--- src/rtl/control_sequencer.sv ---
// -----------------------------------------------------------------------------
// control_sequencer
//
// Purpose:
//   Instruction sequencer for a small accumulator machine. It steps
//   FETCH -> DECODE -> EXEC (-> WB for ALU ops) and decodes the control
//   strobes for the datapath from the registered state and the IR opcode.
//   It also counts retired instructions and parks in HALT on HLT.
//
// State table:
//   state  | code | meaning
//   IDLE   | 000  | out of reset, waiting for Run (level)
//   FETCH  | 001  | load IR, increment PC
//   DECODE | 010  | opcode settles; HLT branches to HALT
//   EXEC   | 011  | per-opcode datapath action
//   WB     | 100  | ALU result written into accumulator
//   HALT   | 101  | stopped, waiting for a Run rising edge
//   (110/111 are unreachable and recover to IDLE on the next edge)
//
// Ports:
//   CLK        in   system clock, rising edge
//   CLB        in   asynchronous active-high reset
//   Run        in   start/resume request (IDLE: level, HALT: rising edge)
//   Opcode     in   [3:0] IR opcode field
//   Zero       in   accumulator-zero flag (for JZ)
//   LoadIR     out  IR load enable
//   IncPC      out  PC increment
//   LoadPC     out  PC load from immediate
//   LoadAcc    out  accumulator load enable
//   SelImm     out  accumulator source: 1 immediate, 0 ALU
//   AluOp      out  [1:0] 00 ADD, 01 SUB, 10 AND, 11 OR
//   RegWrite   out  register-file write of accumulator
//   Halted     out  sequencer is in HALT
//   State      out  [2:0] current state code
//   InstrCount out  [7:0] retired-instruction counter, wraps
// -----------------------------------------------------------------------------
module control_sequencer (
    input  logic       CLK,
    input  logic       CLB,
    input  logic       Run,
    input  logic [3:0] Opcode,
    input  logic       Zero,
    output logic       LoadIR,
    output logic       IncPC,
    output logic       LoadPC,
    output logic       LoadAcc,
    output logic       SelImm,
    output logic [1:0] AluOp,
    output logic       RegWrite,
    output logic       Halted,
    output logic [2:0] State,
    output logic [7:0] InstrCount
);

    typedef enum logic [2:0] {
        S_IDLE   = 3'b000,
        S_FETCH  = 3'b001,
        S_DECODE = 3'b010,
        S_EXEC   = 3'b011,
        S_WB     = 3'b100,
        S_HALT   = 3'b101
    } state_t;

    localparam logic [3:0] OP_NOP = 4'h0;
    localparam logic [3:0] OP_LDI = 4'h1;
    localparam logic [3:0] OP_ADD = 4'h2;
    localparam logic [3:0] OP_SUB = 4'h3;
    localparam logic [3:0] OP_AND = 4'h4;
    localparam logic [3:0] OP_OR  = 4'h5;
    localparam logic [3:0] OP_STA = 4'h6;
    localparam logic [3:0] OP_JMP = 4'h7;
    localparam logic [3:0] OP_JZ  = 4'h8;
    localparam logic [3:0] OP_HLT = 4'hF;

    state_t     state_q, state_d;
    logic       run_prev_q;
    logic [7:0] instr_count_q, instr_count_d;

    logic       is_alu;
    logic [1:0] alu_sel;
    logic       retire;
    logic       run_rise;

    // ADD..OR are contiguous opcodes; AluOp is simply the offset from ADD.
    always_comb begin
        is_alu  = 1'b0;
        alu_sel = 2'b00;
        case (Opcode)
            OP_ADD: begin is_alu = 1'b1; alu_sel = 2'b00; end
            OP_SUB: begin is_alu = 1'b1; alu_sel = 2'b01; end
            OP_AND: begin is_alu = 1'b1; alu_sel = 2'b10; end
            OP_OR:  begin is_alu = 1'b1; alu_sel = 2'b11; end
            default: begin is_alu = 1'b0; alu_sel = 2'b00; end
        endcase
    end

    // Run history only matters in HALT: a Run held high since before
    // halting must not restart, so HALT wants a true rising edge.
    assign run_rise = Run & ~run_prev_q;

    // ---------------------------------------------------------------------
    // State register, Run history and retired-instruction counter
    // ---------------------------------------------------------------------
    always_ff @(posedge CLK or posedge CLB) begin
        if (CLB) begin
            state_q       <= S_IDLE;
            run_prev_q    <= 1'b0;
            instr_count_q <= 8'd0;
        end else begin
            state_q       <= state_d;
            run_prev_q    <= Run;
            instr_count_q <= instr_count_d;
        end
    end

    // ---------------------------------------------------------------------
    // Next-state and control decode
    // ---------------------------------------------------------------------
    always_comb begin
        state_d  = state_q;
        retire   = 1'b0;
        LoadIR   = 1'b0;
        IncPC    = 1'b0;
        LoadPC   = 1'b0;
        LoadAcc  = 1'b0;
        SelImm   = 1'b0;
        AluOp    = 2'b00;
        RegWrite = 1'b0;
        Halted   = 1'b0;

        case (state_q)
            S_IDLE: begin
                if (Run) begin
                    state_d = S_FETCH;
                end
            end

            S_FETCH: begin
                LoadIR  = 1'b1;
                IncPC   = 1'b1;
                state_d = S_DECODE;
            end

            S_DECODE: begin
                if (Opcode == OP_HLT) begin
                    state_d = S_HALT;
                    retire  = 1'b1;
                end else begin
                    state_d = S_EXEC;
                end
            end

            S_EXEC: begin
                if (is_alu) begin
                    AluOp   = alu_sel;
                    state_d = S_WB;
                end else begin
                    state_d = S_FETCH;
                    retire  = 1'b1;
                    case (Opcode)
                        OP_LDI: begin
                            LoadAcc = 1'b1;
                            SelImm  = 1'b1;
                        end
                        OP_STA: RegWrite = 1'b1;
                        OP_JMP: LoadPC   = 1'b1;
                        OP_JZ:  LoadPC   = Zero;
                        default: ;  // OP_NOP and unassigned opcodes
                    endcase
                end
            end

            // Opcode is stable in the IR through WB, so re-decoding it
            // reproduces the AluOp driven in EXEC.
            S_WB: begin
                LoadAcc = 1'b1;
                AluOp   = alu_sel;
                state_d = S_FETCH;
                retire  = 1'b1;
            end

            S_HALT: begin
                Halted = 1'b1;
                if (run_rise) begin
                    state_d = S_FETCH;
                end
            end

            default: begin
                state_d = S_IDLE;
            end
        endcase
    end

    assign instr_count_d = retire ? (instr_count_q + 8'd1) : instr_count_q;

    assign State      = state_q;
    assign InstrCount = instr_count_q;

    // Unused opcode labels kept for readability of the decode above.
    logic unused_ok;
    assign unused_ok = (OP_NOP == 4'h0);

endmodule

--- config.mk ---
export PLATFORM = sky130hd
export DESIGN_NAME = control_sequencer
export DESIGN_NICKNAME = d
export VERILOG_FILES = /design/src/rtl/control_sequencer.sv
export SDC_FILE = /design/constraint.sdc
export NUM_CORES = 1
export LEC_CHECK = 0
export BUFFER_PORTS_ARGS = -buffer_cell sky130_fd_sc_hd__buf_2
export CELL_PAD_IN_SITES_DETAIL_PLACEMENT = 1
export CELL_PAD_IN_SITES_GLOBAL_PLACEMENT = 1
export CORE_MARGIN = 2
export CORE_UTILIZATION = 36
export CTS_BUF_LIST = sky130_fd_sc_hd__clkbuf_4 sky130_fd_sc_hd__clkbuf_8 sky130_fd_sc_hd__clkbuf_16
export CTS_CLUSTER_SIZE = 12
export DETAILED_ROUTE_END_ITERATION = 10
export PLACE_DENSITY_LB_ADDON = 0.1
export SETUP_SLACK_MARGIN = 0.5
export SLEW_MARGIN = 10
export SYNTH_ARGS = -nofsm -noshare
export SYNTH_HDL_FRONTEND = slang
export SYNTH_SLANG_ARGS = --single-unit
--- constraint.sdc ---
create_clock -name CLK -period 2.5 [get_ports CLK]
set_input_delay 0.25 -clock CLK [delete_from_list [all_inputs] [get_ports CLK]]
set_output_delay 0.25 -clock CLK [all_outputs]
set_load 0.02 [all_outputs]
### Yosys cells after proc, flatten, opt, wreduce, memory -nomap -nowiden

Cells that the tools add are included.
W data, S select, Z words.

| storage, ports and cells | value |
|---|---|
| register bits | 12 |
| output and inout port bits | 20 |
| word-level logic and storage cells | 49 |
| input port bits | 8 |

| cells by class | value |
|---|---|
| add/subtract/negate cells | 1 |
| equal/unequal tests | 16 |
| muxes and demuxes | 24 |
| bitwise operators | 2 |
| reduce and logical (&&, ||, !) cells | 3 |

Operators by type and width:

| operator | number |
|---|---|
| $pmux W3 S6 | 1 |
| $eq A4 B3 Y1 const B | 4 |
| $mux W1 | 13 |
| $mux W3 | 4 |
| $add A8 B1 Y8 const B | 1 |
| $eq A4 B2 Y1 const B | 2 |
| $eq A4 B4 Y1 const B | 2 |
| $eq A3 B2 Y1 const B | 2 |
| $eq A3 B3 Y1 const B | 2 |
| $pmux W2 S3 | 1 |
| $eq A4 B1 Y1 const B | 1 |
| $ne A2 B2 Y1 const B | 2 |
| $pmux W1 S2 | 2 |
| $pmux W2 S2 | 1 |
| $reduce_or A4 Y1 | 1 |
| $eq A3 B1 Y1 const B | 1 |
| $logic_not A3 Y1 | 1 |
| $pmux W1 S3 | 1 |
| $mux W2 | 1 |
| $reduce_and A2 Y1 | 1 |
| $and A1 B1 Y1 | 1 |
| $not A1 Y1 | 1 |

### Logic depth before layout (Yosys ltp)

| logic depth | value |
|---|---|
| depth in word-level cells | 5 |
| depth in mapped cells | 5 |

### Worst setup path before layout

OpenSTA, ideal clock, no wires.

| timing | value |
|---|---|
| path type | register to output |
| start point | reg state_q[2] (netlist: State[2]) |
| end point | out AluOp[1] |
| setup slack | 57 ps |
| buffers on the path | 0 |
| data arrival time | 2,193 ps |
| stages on the path, launching flop included | 4 |
| cells stage by stage | dfrtp_1 -> inv_1 -> or3_4 -> a2111oi_0 |

| between the ends | value |
|---|---|
| cells in the longest elaborated chain, start to end | 2 |
| elaborated cells on any way between the ends | 3 |
| those cells by class | eq/ne (2); mux (1) |

Ends and longest elaborated chain:

| what | line | RTL |
|---|---|---|
| start: declaration | 75 | `state_t state_q, state_d;` |
| start signal: assignment | 110 | `state_q <= state_d;` |
| $eq A3 B3 Y1 / $eq A3 B2 Y1 (equally long branches) | 131 | `case (state_q)` |
| $pmux W2 S2 (*) | 131 |  |
| end: declaration | 48 | `output logic [1:0] AluOp,` |

Every way passes the cells marked *; elsewhere a longest branch is shown, timed or not.

### Worst setup path after layout

Ends and elaborated chain as after synthesis.

==> impl_metrics.csv <==
group,metric,value,unit
drt,detailroute.via_count,671,
drt,met1Wirelength,759,µm
setup_path,worstPathMaxFanout,5,
pwr,p_sw,0.453,mW
floorplan,core_area,1760,µm²
yosys,mapped_area,689,µm²
clocking,cts_tree,"yes",
yosys,synth_area_per_cell,9.85,µm²
global_routing,grt_start_max_net_pins,13,
timing,final_cycle_utilization_of_the_critical_path,0.763,
clocking,ctsLongestPathBuffers,2,
setup_path,data_required_critical_path,2.25,ns
drt,avgViaCountPerCell,5.05,
pwr,power-per-cell-area,1070,nW/µm²
global_routing,first_global_vias,576,
placed_design,finalWeightedCongestion,0.727,
drt,antenna_left,0,
setup_path,worst_path_largest_cell_delay,0.40,ns
pwr,leakagePower,0.485,nW
drt,dr.pass1.iters,3,
pwr,ir_drop,0.000576,V
timing,clock.fmax,525,MHz
finish,final_cells,133,
finish,layout_common_cells,"26 x buf_2, 10 x dfrtp_1, 9 x buf_4",
yosys,synth_fp_nets,79,
drt,highest_layer,"met3",
timing,hold_slack,0.131,ns
timing,finalSetupViolations,0,
finish,layout_nets,118,
clocking,h-tree-depth,1,
status,run_status,"complete, no violations",
yosys,postSynthRegisterBits,12,
clocking,cts.clk_slew.worst_paths,0.07,ns
pwr,power_frac_clock,0.146,
finish,antenna_cells_inserted,0,
finish,syn2layout_area_growth,41.9,%
timing,setup_total_negative_slack,0,ns
clocking,clkLatencyLatePin,0.27,ns
floorplan,i_o_pins,28,
floorplan,std_cell_rows,15,
finish,final_util,0.555,
pwr,power_frac_comb,0.522,
timing,grt_setup_unrepaired,"false",
finish,fillers,224,
finish,drive_gt1_frac,0.463,
timing,worst_pin_slew,0.468,ns
floorplan,die_height,47.8,µm
setup_path,crit_family,"simple AND/OR/NAND/NOR gates",
floorplan,initial_core_util,0.391,
floorplan,die_width,47.8,µm
clocking,cts_inserted_buffers,3,
global_routing,grt_overflow_total,0,
setup_path,setup.worst_path.start_class,"flop",
pwr,swShare,0.434,
timing,slew_headroom,0.687,
pwr,p_seq_frac,0.331,
finish,layout.cells.most_common,"buf_2",
setup_path,path_class,"flop to output port",
setup_path,timing.critical_path.buf_inv,2,
yosys,synth.yosys.seq_area_share,0.436,
placed_design,placement.io_buffers,27,
yosys,syn_inst,70,
drt,drtIter0Drc,4,
setup_path,worstSetupEndpointType,"output port",
yosys,post-synth-top-area-fraction,0.436,
timing,skew,0.000669,ns
drt,drcViolationCount,0,
pwr,internal-power,0.591,mW
setup_path,timing.critical_path.cells,"inv_1 > or3_4 > a2111oi_4 > buf_4",
clocking,ctsRootBufferMaster,"clkbuf_4",
yosys,synthTopCellsByArea,"dfrtp_1 44%, xnor2_1 8.9%, nand4_1 4.5%, nor2_1 4.4%, or3_4 3.3%",
flow_run,timing.max_cap.violations,0,
global_routing,globalRouteTotalUtil,0.158,
setup_path,crit_arrival,1.66,ns
hold_path,worst_hold_path_type,"input pin to flop",
drt,met3_length,94,µm
finish,storage_cell_area,303,µm²
clocking,clock_sink_count,12,
drt,routed_wirelength,1.66,mm
timing,hold_viol,0,
setup_path,crit_path_top_delay_cell,"or3_4",
finish,multi_input_area,385,µm²
placed_design,place.detailed.hpwl,1.16,mm
floorplan,die_area,2280,µm²
global_routing,initial_antenna_violation_count,0,
drt,wire_per_inst,12.5,µm
drt,detailroute.wirelength.met2,804,µm
timing,finalCriticalPeriod,1.91,ns
global_routing,grt_first_pass_wirelength,2.50,mm
placed_design,numPlacedInstances,120,
yosys,yosysUniqueCellTypes,26,
yosys,yosysWarnings,0,
timing,slew_violations,0,
yosys,netlist.top_cell.by_area,"dfrtp_1",
## power by group through the flow
stage	combinational [mW]	sequential (mW)	clock, mW
2_1_floorplan	0.264	0.401	0
4_1_cts	0.455	0.352	0.160
6_report	0.546	0.346	0.153
3_3_place_gp	0.436	0.354	0
5_1_grt	0.592	0.357	0.170
3_5_place_dp	0.440	0.355	0
## logic make-up after synthesis
kind of cell             share of synthesized area
AND/OR/NAND/NOR                              0.265
flip-flops                                   0.436
AO/OA/AOI/OAI                                0.103
XOR/XNOR                                     0.102
buffers and inverters                       0.0399
multiplexers                                0.0363
adder cells (fa/ha/maj)                     0.0181
## registers in the layout (all words and copies together), names as in the netlist
| register | cells |
|---|---|
| InstrCount | 8 |
| run_prev_q | 1 |
| State | 3 |
## metrics by stage
step	setup slack [ns]	instance area [µm²]	power (mW)
2_1_floorplan	0.569	696	0.665
3_3_place_gp	0.772	850	0.790
3_5_place_dp	0.745	850	0.794
4_1_cts	0.444	908	0.966
5_1_grt	0.506	978	1.12
6_report	0.594	978	1.04
## layout make-up
class,instances,area share
Multi-Input combinational cell,52,0.394
Inverter,4,0.0153
Sequential cell,12,0.309
Clock buffer,4,0.0371
Tap cell,25,0.0320
Timing Repair Buffer,36,0.212
## synthesized netlist by cell type, drive strengths merged
library cell,n
ha,1
a31oi,1
nand3,2
mux2,1
nand2,4
a2111oi,1
or2,1
nor2,8
dfrtp,12
mux2i,1
xnor2,7
a21oi,3
nor3,2
o21ai,4
inv,4
or3,2
nand2b,2
nand3b,1
buf,1
nand4,6
and4bb,1
clkbuf,1
xor2,1
and3,2
o211ai,1
## worst paths after layout
kind	from	cells after the start	endpoint	slack [ns]
hold reg to reg	InstrCount[7]	1	InstrCount[7]	0.47
min in group asynchronous	CLB	3	InstrCount[4]	0.53
setup reg to reg	State[0]	5	InstrCount[1]	0.81
hold / removal	Run	1	run_prev_q	0.13
max in group asynchronous	CLB	3	State[0]	1.63
setup / recovery	State[2]	4	AluOp[1]	0.59
## timing repair
action / CTS / global route
resized for setup: 1 / 4
endpoints found under the setup margin: 2 / 2
pin swaps: 0 / 1
hold buffers: 1 / 0
setup buffers: 1 / 7
hold endpoints to repair: 12 / 0
## per-layer routing
layer  up-vias  track usage
met5         -            0
met4         0       0.0324
met3         0       0.0566
met2        18        0.232
met1       329        0.224
li1        324            -
(Power assumes the default switching activity.)
